### src/rtl/mesh_task_ctrl_pkg.sv
// Shared widths, FSM encoding and per-PE config record for the mesh run controller.
package mesh_task_ctrl_pkg;

  localparam int N_PE         = 8;
  localparam int IDX_W        = 3;
  localparam int NUM_W        = 16;
  localparam int RATE_W       = 8;
  localparam int DST_W        = 8;
  localparam int MODE_W       = 2;
  localparam int LAT_W        = 16;
  localparam int SUM_W        = 32;
  localparam int FLUSH_CYCLES = 4;
  localparam int FCNT_W       = $clog2(FLUSH_CYCLES);
  localparam int TO_W         = 24;

  typedef enum logic [2:0] {
    ST_IDLE,
    ST_FLUSH,
    ST_RUN,
    ST_COLLECT,
    ST_DONE
  } state_t;

  typedef struct packed {
    logic              dbg;
    logic [NUM_W-1:0]  send_num;
    logic [NUM_W-1:0]  receive_num;
    logic [RATE_W-1:0] rate;
    logic [DST_W-1:0]  dst_seq;
    logic [MODE_W-1:0] mode;
  } pe_cfg_t;

  function automatic logic [SUM_W-1:0] sat_add(input logic [SUM_W-1:0] a,
                                               input logic [SUM_W-1:0] b);
    logic [SUM_W:0] s;
    s = {1'b0, a} + {1'b0, b};
    return s[SUM_W] ? '1 : s[SUM_W-1:0];
  endfunction

endpackage

### src/rtl/mesh_task_ctrl_if.sv
// Controller <-> mesh bus: per-PE config/enable/flush out, completion flags and latency stats in.
interface mesh_task_ctrl_if;
  import mesh_task_ctrl_pkg::*;

  // No valid/ready here: the controller drives config levels continuously, the mesh
  // returns done flags that are sampled every RUN cycle and latched sticky, and the
  // latency vectors are read one PE per cycle while the controller is in COLLECT.
  logic [N_PE-1:0]        pe_enable;
  logic [N_PE-1:0]        pe_flush;
  logic [N_PE-1:0]        pe_dbg_mode;
  logic [N_PE*NUM_W-1:0]  pe_send_num;
  logic [N_PE*NUM_W-1:0]  pe_receive_num;
  logic [N_PE*RATE_W-1:0] pe_rate;
  logic [N_PE*DST_W-1:0]  pe_dst_seq;
  logic [N_PE*MODE_W-1:0] pe_mode;
  logic [N_PE-1:0]        pe_send_done;
  logic [N_PE-1:0]        pe_recv_done;
  logic [N_PE*LAT_W-1:0]  pe_lat_min;
  logic [N_PE*LAT_W-1:0]  pe_lat_max;
  logic [N_PE*SUM_W-1:0]  pe_lat_sum;

  modport master (
    output pe_enable, pe_flush, pe_dbg_mode, pe_send_num, pe_receive_num,
           pe_rate, pe_dst_seq, pe_mode,
    input  pe_send_done, pe_recv_done, pe_lat_min, pe_lat_max, pe_lat_sum
  );

  modport slave (
    input  pe_enable, pe_flush, pe_dbg_mode, pe_send_num, pe_receive_num,
           pe_rate, pe_dst_seq, pe_mode,
    output pe_send_done, pe_recv_done, pe_lat_min, pe_lat_max, pe_lat_sum
  );

endinterface

### src/rtl/mesh_lat_agg.sv
// Aggregate latency accumulator: running min/max and saturating sum over the PEs fed in.
module mesh_lat_agg
  import mesh_task_ctrl_pkg::*;
(
  input  logic             clk,
  input  logic             rst,
  input  logic             clear,
  input  logic             valid,
  input  logic [LAT_W-1:0] in_min,
  input  logic [LAT_W-1:0] in_max,
  input  logic [SUM_W-1:0] in_sum,
  output logic [LAT_W-1:0] agg_min,
  output logic [LAT_W-1:0] agg_max,
  output logic [SUM_W-1:0] agg_sum
);

  logic [LAT_W-1:0] min_q, min_d;
  logic [LAT_W-1:0] max_q, max_d;
  logic [SUM_W-1:0] sum_q, sum_d;

  always_comb begin
    min_d = min_q;
    max_d = max_q;
    sum_d = sum_q;
    if (clear) begin
      min_d = '1;
      max_d = '0;
      sum_d = '0;
    end else if (valid) begin
      if (in_min < min_q) min_d = in_min;
      if (in_max > max_q) max_d = in_max;
      sum_d = sat_add(sum_q, in_sum);
    end
  end

  always_ff @(posedge clk or posedge rst) begin
    if (rst) begin
      min_q <= '1;
      max_q <= '0;
      sum_q <= '0;
    end else begin
      min_q <= min_d;
      max_q <= max_d;
      sum_q <= sum_d;
    end
  end

  assign agg_min = min_q;
  assign agg_max = max_q;
  assign agg_sum = sum_q;

endmodule

### src/rtl/mesh_task_ctrl.sv
// Mesh traffic run controller: holds PE task config, flushes, runs until done/timeout,
// then scans per-PE latency stats into aggregate min/max/sum.
module mesh_task_ctrl
  import mesh_task_ctrl_pkg::*;
(
  input  logic              clk,
  input  logic              rst,
  input  logic              start,
  input  logic              cfg_we,
  input  logic [IDX_W-1:0]  cfg_addr,
  input  logic              cfg_dbg,
  input  logic [NUM_W-1:0]  cfg_send_num,
  input  logic [NUM_W-1:0]  cfg_receive_num,
  input  logic [RATE_W-1:0] cfg_rate,
  input  logic [DST_W-1:0]  cfg_dst_seq,
  input  logic [MODE_W-1:0] cfg_mode,
  input  logic [TO_W-1:0]   timeout_cycles,
  mesh_task_ctrl_if.master  pe,
  output logic              busy,
  output logic              done,
  output logic              timed_out,
  output logic [TO_W-1:0]   run_cycles,
  output logic [LAT_W-1:0]  agg_lat_min,
  output logic [LAT_W-1:0]  agg_lat_max,
  output logic [SUM_W-1:0]  agg_lat_sum,
  output state_t            state_dbg
);

  state_t             state_q;
  logic [FCNT_W-1:0]  flush_cnt_q;
  logic [IDX_W-1:0]   idx_q;
  logic [N_PE-1:0]    enable_q;
  logic [N_PE-1:0]    flush_q;
  logic [N_PE-1:0]    s_done_q;
  logic [N_PE-1:0]    r_done_q;
  logic               done_q;
  logic               timed_out_q;
  logic [TO_W-1:0]    run_cycles_q;

  pe_cfg_t cfg_q [N_PE];
  pe_cfg_t cfg_d [N_PE];

  // Config is only writable while idle so a run always sees a stable task set.
  always_comb begin
    for (int i = 0; i < N_PE; i++) cfg_d[i] = cfg_q[i];
    if (cfg_we && (state_q == ST_IDLE)) begin
      cfg_d[cfg_addr] = '{dbg:         cfg_dbg,
                          send_num:    cfg_send_num,
                          receive_num: cfg_receive_num,
                          rate:        cfg_rate,
                          dst_seq:     cfg_dst_seq,
                          mode:        cfg_mode};
    end
  end

  always_ff @(posedge clk or posedge rst) begin
    if (rst) begin
      for (int i = 0; i < N_PE; i++) cfg_q[i] <= '0;
    end else begin
      for (int i = 0; i < N_PE; i++) cfg_q[i] <= cfg_d[i];
    end
  end

  logic [N_PE-1:0]        need_s, need_r, active;
  logic [N_PE-1:0]        dbg_flat;
  logic [N_PE*NUM_W-1:0]  send_flat, recv_flat;
  logic [N_PE*RATE_W-1:0] rate_flat;
  logic [N_PE*DST_W-1:0]  dst_flat;
  logic [N_PE*MODE_W-1:0] mode_flat;

  always_comb begin
    need_s    = '0;
    need_r    = '0;
    dbg_flat  = '0;
    send_flat = '0;
    recv_flat = '0;
    rate_flat = '0;
    dst_flat  = '0;
    mode_flat = '0;
    for (int i = 0; i < N_PE; i++) begin
      need_s[i]                      = (cfg_q[i].send_num != '0);
      need_r[i]                      = (cfg_q[i].receive_num != '0);
      dbg_flat[i]                    = cfg_q[i].dbg;
      send_flat[i*NUM_W +: NUM_W]    = cfg_q[i].send_num;
      recv_flat[i*NUM_W +: NUM_W]    = cfg_q[i].receive_num;
      rate_flat[i*RATE_W +: RATE_W]  = cfg_q[i].rate;
      dst_flat[i*DST_W +: DST_W]     = cfg_q[i].dst_seq;
      mode_flat[i*MODE_W +: MODE_W]  = cfg_q[i].mode;
    end
    active = need_s | need_r;
  end

  assign pe.pe_dbg_mode    = dbg_flat;
  assign pe.pe_send_num    = send_flat;
  assign pe.pe_receive_num = recv_flat;
  assign pe.pe_rate        = rate_flat;
  assign pe.pe_dst_seq     = dst_flat;
  assign pe.pe_mode        = mode_flat;
  assign pe.pe_enable      = enable_q;
  assign pe.pe_flush       = flush_q;

  logic complete, timeout_hit;

  // Completion looks only at the registered sticky flags, so a done pulse costs one cycle.
  always_comb begin
    complete    = &((s_done_q | ~need_s) & (r_done_q | ~need_r));
    timeout_hit = (timeout_cycles != '0) && (run_cycles_q == timeout_cycles - TO_W'(1));
  end

  always_ff @(posedge clk or posedge rst) begin
    if (rst) begin
      state_q      <= ST_IDLE;
      flush_cnt_q  <= '0;
      idx_q        <= '0;
      enable_q     <= '0;
      flush_q      <= '0;
      s_done_q     <= '0;
      r_done_q     <= '0;
      done_q       <= 1'b0;
      timed_out_q  <= 1'b0;
      run_cycles_q <= '0;
    end else begin
      done_q <= 1'b0;
      case (state_q)
        ST_IDLE: begin
          if (start) begin
            state_q      <= ST_FLUSH;
            flush_q      <= '1;
            flush_cnt_q  <= '0;
            run_cycles_q <= '0;
            timed_out_q  <= 1'b0;
            s_done_q     <= '0;
            r_done_q     <= '0;
          end
        end
        ST_FLUSH: begin
          if (flush_cnt_q == FCNT_W'(FLUSH_CYCLES - 1)) begin
            state_q  <= ST_RUN;
            flush_q  <= '0;
            enable_q <= active;
          end else begin
            flush_cnt_q <= flush_cnt_q + FCNT_W'(1);
          end
        end
        ST_RUN: begin
          s_done_q <= s_done_q | pe.pe_send_done;
          r_done_q <= r_done_q | pe.pe_recv_done;
          if (run_cycles_q != '1) run_cycles_q <= run_cycles_q + TO_W'(1);
          if (complete || timeout_hit) begin
            state_q  <= ST_COLLECT;
            enable_q <= '0;
            idx_q    <= '0;
            if (!complete) timed_out_q <= 1'b1;
          end
        end
        ST_COLLECT: begin
          idx_q <= idx_q + IDX_W'(1);
          if (idx_q == IDX_W'(N_PE - 1)) begin
            state_q <= ST_DONE;
            done_q  <= 1'b1;
          end
        end
        ST_DONE: state_q <= ST_IDLE;
        default: state_q <= ST_IDLE;
      endcase
    end
  end

  logic [LAT_W-1:0] sel_min, sel_max;
  logic [SUM_W-1:0] sel_sum;
  logic             agg_clear, agg_valid;

  always_comb begin
    sel_min = '0;
    sel_max = '0;
    sel_sum = '0;
    for (int i = 0; i < N_PE; i++) begin
      if (idx_q == IDX_W'(i)) begin
        sel_min = pe.pe_lat_min[i*LAT_W +: LAT_W];
        sel_max = pe.pe_lat_max[i*LAT_W +: LAT_W];
        sel_sum = pe.pe_lat_sum[i*SUM_W +: SUM_W];
      end
    end
    agg_clear = (state_q == ST_IDLE) && start;
    agg_valid = (state_q == ST_COLLECT) && active[idx_q];
  end

  mesh_lat_agg u_agg (
    .clk     (clk),
    .rst     (rst),
    .clear   (agg_clear),
    .valid   (agg_valid),
    .in_min  (sel_min),
    .in_max  (sel_max),
    .in_sum  (sel_sum),
    .agg_min (agg_lat_min),
    .agg_max (agg_lat_max),
    .agg_sum (agg_lat_sum)
  );

  assign busy       = (state_q != ST_IDLE);
  assign done       = done_q;
  assign timed_out  = timed_out_q;
  assign run_cycles = run_cycles_q;
  assign state_dbg  = state_q;

endmodule

### src/flat_wrapper.sv
// flat-port wrapper written by rule: the top's interface ports become plain ports
module mesh_task_ctrl_flat import mesh_task_ctrl_pkg::*;
  (clk, rst, start, cfg_we, cfg_addr, cfg_dbg, cfg_send_num, cfg_receive_num, cfg_rate, cfg_dst_seq, cfg_mode, timeout_cycles, busy, done, timed_out, run_cycles, agg_lat_min, agg_lat_max, agg_lat_sum, state_dbg, pe_pe_enable, pe_pe_flush, pe_pe_dbg_mode, pe_pe_send_num, pe_pe_receive_num, pe_pe_rate, pe_pe_dst_seq, pe_pe_mode, pe_pe_send_done, pe_pe_recv_done, pe_pe_lat_min, pe_pe_lat_max, pe_pe_lat_sum);
  mesh_task_ctrl_if pe_i ();
  input  logic clk;
  input  logic rst;
  input  logic start;
  input  logic cfg_we;
  input  logic [IDX_W-1:0] cfg_addr;
  input  logic cfg_dbg;
  input  logic [NUM_W-1:0] cfg_send_num;
  input  logic [NUM_W-1:0] cfg_receive_num;
  input  logic [RATE_W-1:0] cfg_rate;
  input  logic [DST_W-1:0] cfg_dst_seq;
  input  logic [MODE_W-1:0] cfg_mode;
  input  logic [TO_W-1:0] timeout_cycles;
  output logic busy;
  output logic done;
  output logic timed_out;
  output logic [TO_W-1:0] run_cycles;
  output logic [LAT_W-1:0] agg_lat_min;
  output logic [LAT_W-1:0] agg_lat_max;
  output logic [SUM_W-1:0] agg_lat_sum;
  output state_t state_dbg;
  output wire logic [$bits(pe_i.pe_enable)-1:0] pe_pe_enable;
  output wire logic [$bits(pe_i.pe_flush)-1:0] pe_pe_flush;
  output wire logic [$bits(pe_i.pe_dbg_mode)-1:0] pe_pe_dbg_mode;
  output wire logic [$bits(pe_i.pe_send_num)-1:0] pe_pe_send_num;
  output wire logic [$bits(pe_i.pe_receive_num)-1:0] pe_pe_receive_num;
  output wire logic [$bits(pe_i.pe_rate)-1:0] pe_pe_rate;
  output wire logic [$bits(pe_i.pe_dst_seq)-1:0] pe_pe_dst_seq;
  output wire logic [$bits(pe_i.pe_mode)-1:0] pe_pe_mode;
  input wire logic [$bits(pe_i.pe_send_done)-1:0] pe_pe_send_done;
  input wire logic [$bits(pe_i.pe_recv_done)-1:0] pe_pe_recv_done;
  input wire logic [$bits(pe_i.pe_lat_min)-1:0] pe_pe_lat_min;
  input wire logic [$bits(pe_i.pe_lat_max)-1:0] pe_pe_lat_max;
  input wire logic [$bits(pe_i.pe_lat_sum)-1:0] pe_pe_lat_sum;
  assign pe_pe_enable = pe_i.pe_enable;
  assign pe_pe_flush = pe_i.pe_flush;
  assign pe_pe_dbg_mode = pe_i.pe_dbg_mode;
  assign pe_pe_send_num = pe_i.pe_send_num;
  assign pe_pe_receive_num = pe_i.pe_receive_num;
  assign pe_pe_rate = pe_i.pe_rate;
  assign pe_pe_dst_seq = pe_i.pe_dst_seq;
  assign pe_pe_mode = pe_i.pe_mode;
  assign pe_i.pe_send_done = pe_pe_send_done;
  assign pe_i.pe_recv_done = pe_pe_recv_done;
  assign pe_i.pe_lat_min = pe_pe_lat_min;
  assign pe_i.pe_lat_max = pe_pe_lat_max;
  assign pe_i.pe_lat_sum = pe_pe_lat_sum;
  mesh_task_ctrl u_core (.clk(clk), .rst(rst), .start(start), .cfg_we(cfg_we), .cfg_addr(cfg_addr), .cfg_dbg(cfg_dbg), .cfg_send_num(cfg_send_num), .cfg_receive_num(cfg_receive_num), .cfg_rate(cfg_rate), .cfg_dst_seq(cfg_dst_seq), .cfg_mode(cfg_mode), .timeout_cycles(timeout_cycles), .pe(pe_i), .busy(busy), .done(done), .timed_out(timed_out), .run_cycles(run_cycles), .agg_lat_min(agg_lat_min), .agg_lat_max(agg_lat_max), .agg_lat_sum(agg_lat_sum), .state_dbg(state_dbg));
endmodule
### config.mk
export PLATFORM = sky130hd
export DESIGN_NAME = mesh_task_ctrl_flat
export DESIGN_NICKNAME = d
export VERILOG_FILES = /design/src/rtl/mesh_task_ctrl_pkg.sv /design/src/rtl/mesh_task_ctrl_if.sv /design/src/rtl/mesh_lat_agg.sv /design/src/rtl/mesh_task_ctrl.sv /design/src/flat_wrapper.sv
export SDC_FILE = /design/constraint.sdc
export NUM_CORES = 1
export LEC_CHECK = 0
export CAP_MARGIN = 20
export CORE_AREA = 2 2 444 446
export CTS_BUF_LIST = sky130_fd_sc_hd__clkbuf_8
export DETAILED_ROUTE_END_ITERATION = 16
export DIE_AREA = 0 0 446 448
export DONT_BUFFER_PORTS = 1
export GPL_TIMING_DRIVEN = 1
export PLACE_DENSITY_LB_ADDON = 0.2
export SLEW_MARGIN = 10
export SYNTH_ARGS = -nofsm -noshare
export SYNTH_HDL_FRONTEND = slang
export SYNTH_SLANG_ARGS = --single-unit
### constraint.sdc
create_clock -name clk -period 19.01 [get_ports clk]
set_input_delay 3.802 -clock clk [delete_from_list [all_inputs] [get_ports clk]]
set_output_delay 3.802 -clock clk [all_outputs]
set_load 0.01 [all_outputs]
==> results of run 1 <==
[area by class of cell]
class                           instances  area share, %
Timing Repair Buffer                   63           1.46
Tap cell                             2542           9.47
Multi-Input combinational cell       1899           41.9
Antenna cell                           38          0.283
Clock inverter                         61           1.28
Clock buffer                          127           5.20
Sequential cell                       531           39.6
Inverter                               70          0.805
[routing by layer]
layer	part of all wire (%)	routed length, um	track usage [%]
met5	0.076	127	0
met4	4.5	7590	7.10
met3	9.2	15500	6.16
met2	53	88900	30.1
met1	33	55600	15.7
[power groups by stage]
stage / registers [mW] / logic [mW] / clock network, mW
global placement: 2.32 / 3.66 / 0
finish: 2.28 / 3.64 / 1.22
detailed placement: 2.31 / 3.67 / 0
global route: 2.34 / 4.00 / 1.33
CTS: 2.30 / 3.68 / 1.28
floorplan: 1.97 / 2.32 / 0
[flip-flops by register name, summed over array words and instances, names as in the netlist, 2 cells and up]
name,count
u_core.idx_q,3
u_core.pe.pe_dbg_mode,8
u_core.u_agg.agg_max,16
u_core.u_agg.agg_sum,32
u_core.pe.pe_enable,8
u_core.flush_cnt_q,2
u_core.run_cycles,24
u_core.pe.pe_rate,64
u_core.pe.pe_mode,16
u_core.u_agg.agg_min,16
u_core.pe.pe_dst_seq,64
u_core.r_done_q,8
u_core.pe.pe_send_num,128
u_core.pe.pe_receive_num,128
u_core.s_done_q,8
u_core.state_dbg,3
[critical path, cell delays in order]
cell     delay, ns
nor2_1        0.57
nor3_1        0.11
a21oi_1       0.93
a21oi_1       0.17
a21oi_1       0.32
buf_4         0.23
a21oi_1       0.08
a21o_1        0.20
ha_1          0.31
a21oi_1       0.15
nor2b_1       0.06
o21ai_0       0.14
a21oi_1       0.12
nor4b_4       0.50
buf_4         0.31
mux2_2        0.36
[placed cells by master (no fill, tap or decap), types with 9 or more instances in the layout]
cell type	Yosys	routed
a21o_1	29	29
a21oi_1	193	193
a221oi_1	63	63
a31oi_1	23	23
and3_1	11	11
buf_4	7	57
clkbuf_8	0	127
dfrtp_1	515	514
dfstp_2	16	16
diode_2	0	38
ha_1	75	73
inv_1	70	109
mux2_2	437	437
nand2_1	198	193
nand3_1	62	61
nand3b_1	9	9
nand4_1	35	35
nor2_1	158	157
nor2b_1	18	16
nor3_1	33	31
nor4_1	76	73
o211ai_1	57	57
o21ai_0	145	145
o21ai_1	13	13
o311ai_0	49	48
or3_1	26	26
or4_1	9	9
xnor2_1	34	34
xor2_1	39	39
[worst paths after layout]
check / endpoint / slack (ns) / start / cells past startpoint
min reg2reg: u_core.s_done_q[6] / 0.50 / u_core.s_done_q[6] / 2
min in group asynchronous: u_core.pe.pe_rate[47] / 2.95 / rst / 1
min: u_core.s_done_q[6] / 0.50 / u_core.s_done_q[6] / 2
max: u_core.u_agg.agg_min[5] / 11.38 / pe_pe_lat_min[43] / 16
max in group asynchronous: u_core.idx_q[2] / 13.16 / rst / 4
max reg2reg: u_core.u_agg.agg_sum[0] / 11.88 / u_core.idx_q[0] / 21
[kinds of logic after synthesis]
group	after synthesis
AND/OR/NAND/NOR	679
adder cells (fa/ha/maj)	76
XOR/XNOR	73
AO/OA/AOI/OAI	626
buffers and inverters	250
flip-flops	531
multiplexers	445
[stage by stage]
step                power (mW)  hold slack (ns)  instance area [um^2]  setup WS (ns)
floorplan                 4.29            0.462                 28200          0.396
global placement          5.98            0.481                 31300          10.73
detailed placement        5.98            0.491                 31300          10.75
CTS                       7.26            0.505                 33500          11.69
global route              7.67            0.537                 33600          11.30
finish                    7.15            0.502                 33600          11.38
==> flow_summary.json, run 1 <==
{
  "outcome": "finished, final reports clean",
  "synth-simple-area-share_pct": 11.9,
  "die_h_um": 448,
  "synth_common_cells": "515 x dfrtp_1, 437 x mux2_2, 198 x nand2_1",
  "multiInputGateArea_mm2": 0.0141,
  "synth_compound_area_share_pct": 14.1,
  "nNetsFinal": 3354,
  "dieArea_mm2": 0.200,
  "wl_per_cell_um": 31.5,
  "synth_cell_types": 70,
  "synth.mux.area_fraction_pct": 17.8,
  "ant_nets": 0,
  "drv_slew": 0,
  "via_per_inst": 4.36,
  "synth_area_leaders": "dfrtp_1 46%, mux2_2 17%, a21oi_1 3.4%",
  "p_comb_share_pct": 51.0,
  "cts_buffer_depth": 3,
  "nFillCells": 21800,
  "clkTransAtPathRegs_ns": 0.06,
  "syn-mean-instance-area_um2": 10.5,
  "utilization_pct": 17.3,
  "power_frac_seq_pct": 31.9,
  "initialDrtViolationCount": 1535,
  "synthAdderAreaFrac_pct": 3.40,
  "p_int_mw": 3.56,
  "yosys_warnings": 0,
  "finalHoldViolations": 0,
  "fmax_mhz": 131,
  "synth_xor_area_share_pct": 2.27,
  "clock-sinks": 531,
  "period_share_pct": 40.1,
  "core_area_mm2": 0.195,
  "synthesis.area_mm2": 0.0282,
  "setup-tns-final_ns": 0,
  "syn-instance-count": 2680,
  "period_needed_ns": 7.63,
  "grtUsageTotal_pct": 16.1,
  "die-width_um": 446,
  "netSwitchingFraction_pct": 50.2,
  "gp_congestion": 0.898,
  "io_pins": 1128,
  "ys.flop_type": "dfrtp_1",
  "post_cts_buffers": 0,
  "arrival_ns": 8.38,
  "numCtsBuffers": 103,
  "ys_seq_area_share_pct": 47.2,
  "grt_overflow": 0,
  "worst_clock_skew_ns": 0.0644,
  "crit_required_ns": 19.76,
  "cap_violations": 0,
  "dr.pass1.iters": 6,
  "async_flop_share_pct": 100,
  "syn_to_final_growth_pct": 19.2,
  "hpwl_mm": 133,
  "critPathMaxFanout": 10,
  "leakagePower_nw": 14.0,
  "switchingPower_mw": 3.59,
  "ir_drop_mv": 0.0930,
  "grt_pass1_wl_mm": 220,
  "cp-end-kind": "flip-flop",
  "yosysTopAreaCellShare_pct": 45.7,
  "final_cell_count_no_fill": 5331,
  "synth_edf_count": 0,
  "ys_ff_latch": 531,
  "ff_latch_area_mm2": 0.0133,
  "start_kind": "input pin",
  "clockPowerShare_pct": 17.1,
  "rsz0062_at_grt": "no",
  "rows": 162,
  "vias": 23200,
  "grt_max_degree": 137,
  "drive_above_1_share_pct": 25.5,
  "antenna_found_initial": 51,
  "cts_tree": "done",
  "yosysMostFrequentCell": "dfrtp_1",
  "syn_nets": 3366,
  "start_util_pct": 14.5,
  "setup_viol": 0,
  "synth_top_family_by_area": "multiplexers",
  "worst_slew_pin_slew_ns": 1.41,
  "clk_latency_ns": 0.85,
  "routed_wl_mm": 168,
  "dp_cells": 5101,
  "slew_headroom_pct": 5.25,
  "htreeDepth": 3,
  "synth_area_leader_cell": "dfrtp_1",
  "drc": 0,
  "cts_hold_buf": 0,
  "grt_pass1_vias": 23400,
  "cts_root_buffer": "clkbuf_8",
  "p_per_area_mw_per_mm2": 213,
  "numPortBuffers": 0,
  "critical_path_class": "in2reg",
  "post_cts_resized": 0,
  "hold_path.class": "reg2reg"
}
Note: power is estimated with default switching activity, not from simulation.
==> run 2: changes to the inputs <==
==> constraint.sdc (replaced) <==
create_clock -name clk -period 6.2 [get_ports clk]
set_input_delay 1.24 -clock clk [delete_from_list [all_inputs] [get_ports clk]]
set_output_delay 1.24 -clock clk [all_outputs]
set_load 0.01 [all_outputs]
==> run 2 against run 1 <==
Compared with the run above: non-clock buffer count is 43 higher; final cell count is 0.39% higher; worst setup slack worse by 11 ns; first-iteration DRC count is 5.4% higher; worst hold slack worse by 0.10 ns; critical path depth is 6 higher; via count is 0.17% higher; largest cell class unchanged; die area stayed put; wire length is 2.6% lower.
==> flow_summary.json, run 2 (synthesis results as in run 1) <==
{
  "hpwl_mm": 129,
  "setup_viol": 0,
  "die_h_um": 448,
  "setup-tns-final_ns": 0,
  "grt_pass1_wl_mm": 215,
  "wl_per_cell_um": 30.5,
  "hold_path.class": "in2async",
  "period_needed_ns": 5.83,
  "dr.pass1.iters": 7,
  "rows": 162,
  "cp_slowest_cell": "o21ai_1",
  "final_common_cell": "dfrtp_1",
  "numCtsBuffers": 103,
  "cap_violations": 0,
  "r2r-end": "u_core.u_agg.agg_sum[15]",
  "cp-end-kind": "flip-flop",
  "final_cell_count_no_fill": 5352,
  "worst_slew_pin_slew_ns": 1.36,
  "layout_common_cells": "515 x dfrtp_1, 437 x mux2_2, 193 x nand2_1",
  "timing.rr.start": "u_core.idx_q[0]",
  "arrival_ns": 6.56,
  "drive_above_1_share_pct": 26.8,
  "cts_tree": "done",
  "utilization_pct": 17.4,
  "start_kind": "flip-flop",
  "place_area_mm2": 0.0317,
  "cts_buffer_depth": 3,
  "start_util_pct": 14.5,
  "crit_end": "u_core.u_agg.agg_sum[15]",
  "worst_clock_skew_ns": 0.0798,
  "vias": 23300,
  "clock-sinks": 531,
  "period_share_pct": 94.1,
  "crit_required_ns": 6.93,
  "syn_to_final_growth_pct": 20.3,
  "numPortBuffers": 0,
  "io_pins": 1128,
  "nFillCells": 21800,
  "die-width_um": 446,
  "rsz0062_at_grt": "no",
  "dieArea_mm2": 0.200,
  "fmax_mhz": 171,
  "core_area_mm2": 0.195,
  "antenna_found_initial": 36,
  "grtUsageTotal_pct": 15.6,
  "outcome": "finished, final reports clean",
  "grt_max_degree": 124,
  "clk_latency_ns": 0.85,
  "clkTransAtPathRegs_ns": 0.06,
  "slew_headroom_pct": 9.48,
  "initialDrtViolationCount": 1618,
  "ant_nets": 0,
  "p_per_area_mw_per_mm2": 640,
  "gp_congestion": 0.885,
  "routed_wl_mm": 163,
  "cts_hold_buf": 0,
  "ir_drop_mv": 0.207,
  "grt_overflow": 0,
  "nNetsFinal": 3397,
  "cp-startpoint": "u_core.idx_q[0]",
  "critical_path_class": "reg2reg",
  "r2r_cells": 22,
  "finalHoldViolations": 0,
  "grt_pass1_vias": 23800,
  "reg2reg_slack_ns": 0.37,
  "drv_slew": 0,
  "critPathMaxFanout": 26,
  "slowest_delay_ns": 0.55,
  "fin_hold_ws_ns": 0.397,
  "htreeDepth": 3,
  "crit_chain": "inv_1, ha_1, nor3b_2, buf_6, buf_4, a221oi_1, o311ai_0, o211ai_1, nand3_1, o21ai_0, o21ai_1, ha_1, a21o_1, nor2_1, and4b_1, o211ai_1, nand2_1, o221ai_1, o21ai_0, a32o_1, buf_4, a21oi_1",
  "via_per_inst": 4.35,
  "stdcell_area_mm2": 0.0339,
  "leakagePower_nw": 14.2,
  "drc": 0,
  "dp_cells": 5144,
  "cts_root_buffer": "clkbuf_8"
}
==> run 2: timing repair <==
| item | in CTS | in global routing |
|---|---|---|
| setup endpoints to repair | 10 | 49 |
| resized for setup | 2 | 9 |
| buffers inserted | 0 | 2 |
| cloned | 0 | 0 |
==> run 2: metal layers <==
metal,GRT usage [%],vias up,part of all wire [%]
met4,6.84,16,4.5
met2,29.6,1054,54
li1,-,10000,-
met1,14.6,11900,32
met3,6.35,252,9.5
met5,0,-,0.067
==> run 2: how the worst min path moves through the flow <==
stage / slack, ns / to / depth (start not counted) / from
6_report: 0.40 / u_core.pe.pe_send_num[6] / 1 / rst
3_3_place_gp: 0.48 / u_core.s_done_q[3] / 2 / u_core.s_done_q[3]
2_1_floorplan: 0.46 / u_core.r_done_q[0] / 2 / u_core.r_done_q[0]
3_5_place_dp: 0.48 / u_core.s_done_q[3] / 2 / u_core.s_done_q[3]
5_1_grt: 0.34 / u_core.pe.pe_send_num[40] / 1 / rst
4_1_cts: 0.28 / u_core.pe.pe_send_num[5] / 1 / rst
==> run 2: stage by stage <==
stage / power, mW / worst slack [ns]
floorplan: 13.2 / -2.25
global placement: 18.2 / -0.294
detailed placement: 18.2 / 0.0213
CTS: 22.0 / 0.0123
global route: 23.3 / 0.0773
finish: 21.7 / 0.368
==> run 2: worst max-delay path, delay by kind of cell, from the launching register on <==
kind	cells	cell delay (ns)
flip-flops	1	0.47
buffers and inverters	4	1.03
adder cells (fa/ha/maj)	2	0.62
AO/OA/AOI/OAI	11	2.74
AND/OR/NAND/NOR	5	0.83
==> run 2: final cells by class <==
cell class / instances / area (um^2) / area share (%)
Inverter: 70 / 267 / 0.786
Clock buffer: 120 / 1650 / 4.87
Sequential cell: 531 / 13300 / 39.2
Antenna cell: 30 / 75.1 / 0.221
Timing Repair Buffer: 106 / 928 / 2.74
Multi-Input combinational cell: 1899 / 14100 / 41.6
Tap cell: 2542 / 3180 / 9.38
Clock inverter: 54 / 384 / 1.13
==> run 2: power breakdown <==
part	internal [mW]	leakage, nW	switching [mW]
combinational	4.46	6.21	6.68
clock	1.93	1.18	1.70
sequential	4.74	6.84	2.18
==> variant (flow settings as in run 1) <==
Register the output `agg_lat_min`, without a reset; this adds one clock of latency there. The other outputs are not delayed to match.
--- a/src/rtl/mesh_task_ctrl.sv
+++ b/src/rtl/mesh_task_ctrl.sv
@@ -27,4 +27,6 @@
 );
 
+  logic [LAT_W-1:0] agg_lat_min_d;
+
   state_t             state_q;
   logic [FCNT_W-1:0]  flush_cnt_q;
@@ -194,5 +196,5 @@
     .in_max  (sel_max),
     .in_sum  (sel_sum),
-    .agg_min (agg_lat_min),
+    .agg_min (agg_lat_min_d),
     .agg_max (agg_lat_max),
     .agg_sum (agg_lat_sum)
@@ -205,4 +207,8 @@
   assign state_dbg  = state_q;
 
+  always_ff @(posedge clk) begin
+    agg_lat_min <= agg_lat_min_d;
+  end
+
 endmodule
 
Check against the original RTL: not settled (the Yosys comparison gave no result); the edit may change what the design does.
==> variant against run 1 <==
Sequential cell count up 16. Die area unchanged. Core utilization is 0.48 points higher. Largest cell class unchanged. Critical path type unchanged. Global-route usage is 0.69 points lower. Total power down 0.42%. Cell area is 2.8% higher. Worst setup slack got worse by 0.14 ns. Routed wire length down 4.1%. Synthesized area up 2.0%.
==> variant: results (changes against run 1) <==
- Outcome: finished, final reports clean (unchanged)
- Pleak: 14.4 nW (was 14.0 nW)
- Cells after Synth: 2,714 (was 2,680)
- Register Area: 13,600 µm² (was 13,300 µm²)
- Cts repair resizes: 0 (unchanged)
- R2R Path End: u_core.u_agg.agg_min[0] (was u_core.u_agg.agg_sum[0])
- Ys async rst share: 97.1% (was 100%)
- Slowest CP cell: or4b_2 (was a21oi_1)
- Util after Layout: 17.7% (was 17.3%)
- Routability cong.: 0.866 (was 0.898)
- Unique masters post-synth: 72 (was 70)
- Post-DP Area: 32,100 µm² (was 31,300 µm²)
- Final HPWL from detailed placement: 127 mm (was 133 mm)
- R2R Path Start: u_core.idx_q[1] (was u_core.idx_q[0])
- Placed Cells: 5,146 (was 5,101)
- Multi-input gate area in the final layout: 14,500 µm² (was 14,100 µm²)
- Pwr Density: 206 nW/µm² (was 213 nW/µm²)
- Hold_ws: 0.403 ns (was 0.502 ns)
- Clk_buf instances: 139 (was 127)
- Ranking of synthesized cells by area: dfrtp_1, mux2_2, nand2_1 (was dfrtp_1, mux2_2, a21oi_1)
- FF+latch count: 547 (was 531)
- Largest net degree at the start of global routing: 158 (was 137)
- Proportion of layout cells with a drive suffix above 1: 26.3% (was 25.5%)
- Count of multi-input gates: 1,925 (was 1,899)
- Beginning of the worst hold path: u_core.u_agg.agg_min[15] (was u_core.s_done_q[6])
- Inverters: 59 (was 70)
- Non-clk bufs: 76 (was 63)
- GRT Overall Usage: 15.4% (was 16.1%)
- Detailed Route Iter0 Violations: 1,633 (was 1,535)
- Fill count: 21,600 (was 21,800)
- Post-Layout Cell Count: 5,370 (was 5,331)
- Worst path arrival time: 8.57 ns (was 8.38 ns)
- Clock network area share: 6.79% (was 6.48%)
- First-pass GRT wire length: 212 mm (was 220 mm)
- Post CTS Setup Buffer Count: 0 (unchanged)
- Area growth, synth to finish: 20.1% (was 19.2%)
- Clk_lat worst skew: 0.87 ns (was 0.85 ns)
- Hold Crit Depth: 0 (was 2)
- I/O Buffers: 0 (unchanged)
- Seq/Total Area, Yosys: 47.4% (was 47.2%)
- Initial antenna violation count: 36 (was 51)
- Num CTS Buffers: 107 (was 103)
- Synth cell count leaders: dfrtp_1, mux2_2, nand2_1 (unchanged)
- FF-to-FF path depth: 18 (was 21)
- CP max FO: 17 (was 10)
- Syn nets: 3,400 (was 3,366)
- Post-Place Setup Slack: 10.57 ns (was 10.75 ns)
- Worst Skew: 0.0858 ns (was 0.0644 ns)
- Non-clk buf share: 1.72% (was 1.46%)
- Avg WL per Cell: 30.0 µm (was 31.5 µm)
- Ant diodes: 26 (was 38)
- Ys Warns: 0 (unchanged)
- Vias in the first global route: 23,500 (was 23,400)
- Peak supply drop: 67.0 µV (was 93.0 µV)
- Largest stage delay on the critical path: 0.96 ns (was 0.93 ns)
- Pre-antenna DRT Iters: 5 (was 6)
- Worst slew pin tran: 1.17 ns (was 1.41 ns)
- R2r setup slk: 12.04 ns (was 11.88 ns)
- WHS Endpoint: u_core.agg_lat_min[15] (was u_core.s_done_q[6])
- Vias: 23,000 (was 23,200)
variant: cell types whose count changed after synthesis, sizes merged, moves of 16 or more:
cell    change
o311ai     +16
nand2      +74
nor2       +55
dfxtp      +16
a22oi      +24
o21ai      -56
o211ai     +16
a21oi     -107
variant: kinds of logic (layout without fill, tap and decap cells):
logic type	count (synthesis)	in the layout	share of synthesized area, %
adder cells (fa/ha/maj)	76	76	3.33
flip-flops	547	547	47.4
AO/OA/AOI/OAI	573	573	14.1
XOR/XNOR	71	71	2.16
other	0	26	0
multiplexers	448	448	17.5
AND/OR/NAND/NOR	757	757	12.2
buffers and inverters	242	330	3.28
variant: power by group:
group / total, mW / leakage [nW] / switching (mW) / internal, mW
clock network: 1.30 / 1.31 / 0.596 / 0.704
registers: 2.53 / 6.92 / 0.884 / 1.65
logic: 3.29 / 6.13 / 1.96 / 1.33
total: 7.12 / 14.4 / 3.44 / 3.68
variant: routing by layer:
layer  track usage, %  up-vias  wire length, µm
met5                0        -               84
met3             5.52      216            13200
met1             14.9    11800            53800
li1                 -    10100                -
met2             29.2      882            87300
met4             6.90       14             6470
variant: worst max-delay path by stage:
stage / cells past startpoint / slack (ns) / from / to
finish: 14 / 11.24 / pe_pe_lat_min[4] / u_core.u_agg.agg_min[0]
global route: 14 / 11.23 / pe_pe_lat_min[4] / u_core.u_agg.agg_min[0]
CTS: 16 / 11.54 / pe_pe_lat_sum[35] / u_core.u_agg.agg_sum[15]
detailed placement: 16 / 10.57 / pe_pe_lat_sum[35] / u_core.u_agg.agg_sum[17]
global placement: 16 / 10.44 / pe_pe_lat_sum[6] / u_core.u_agg.agg_sum[6]
floorplan: 1 / 0.40 / rst / u_core.done
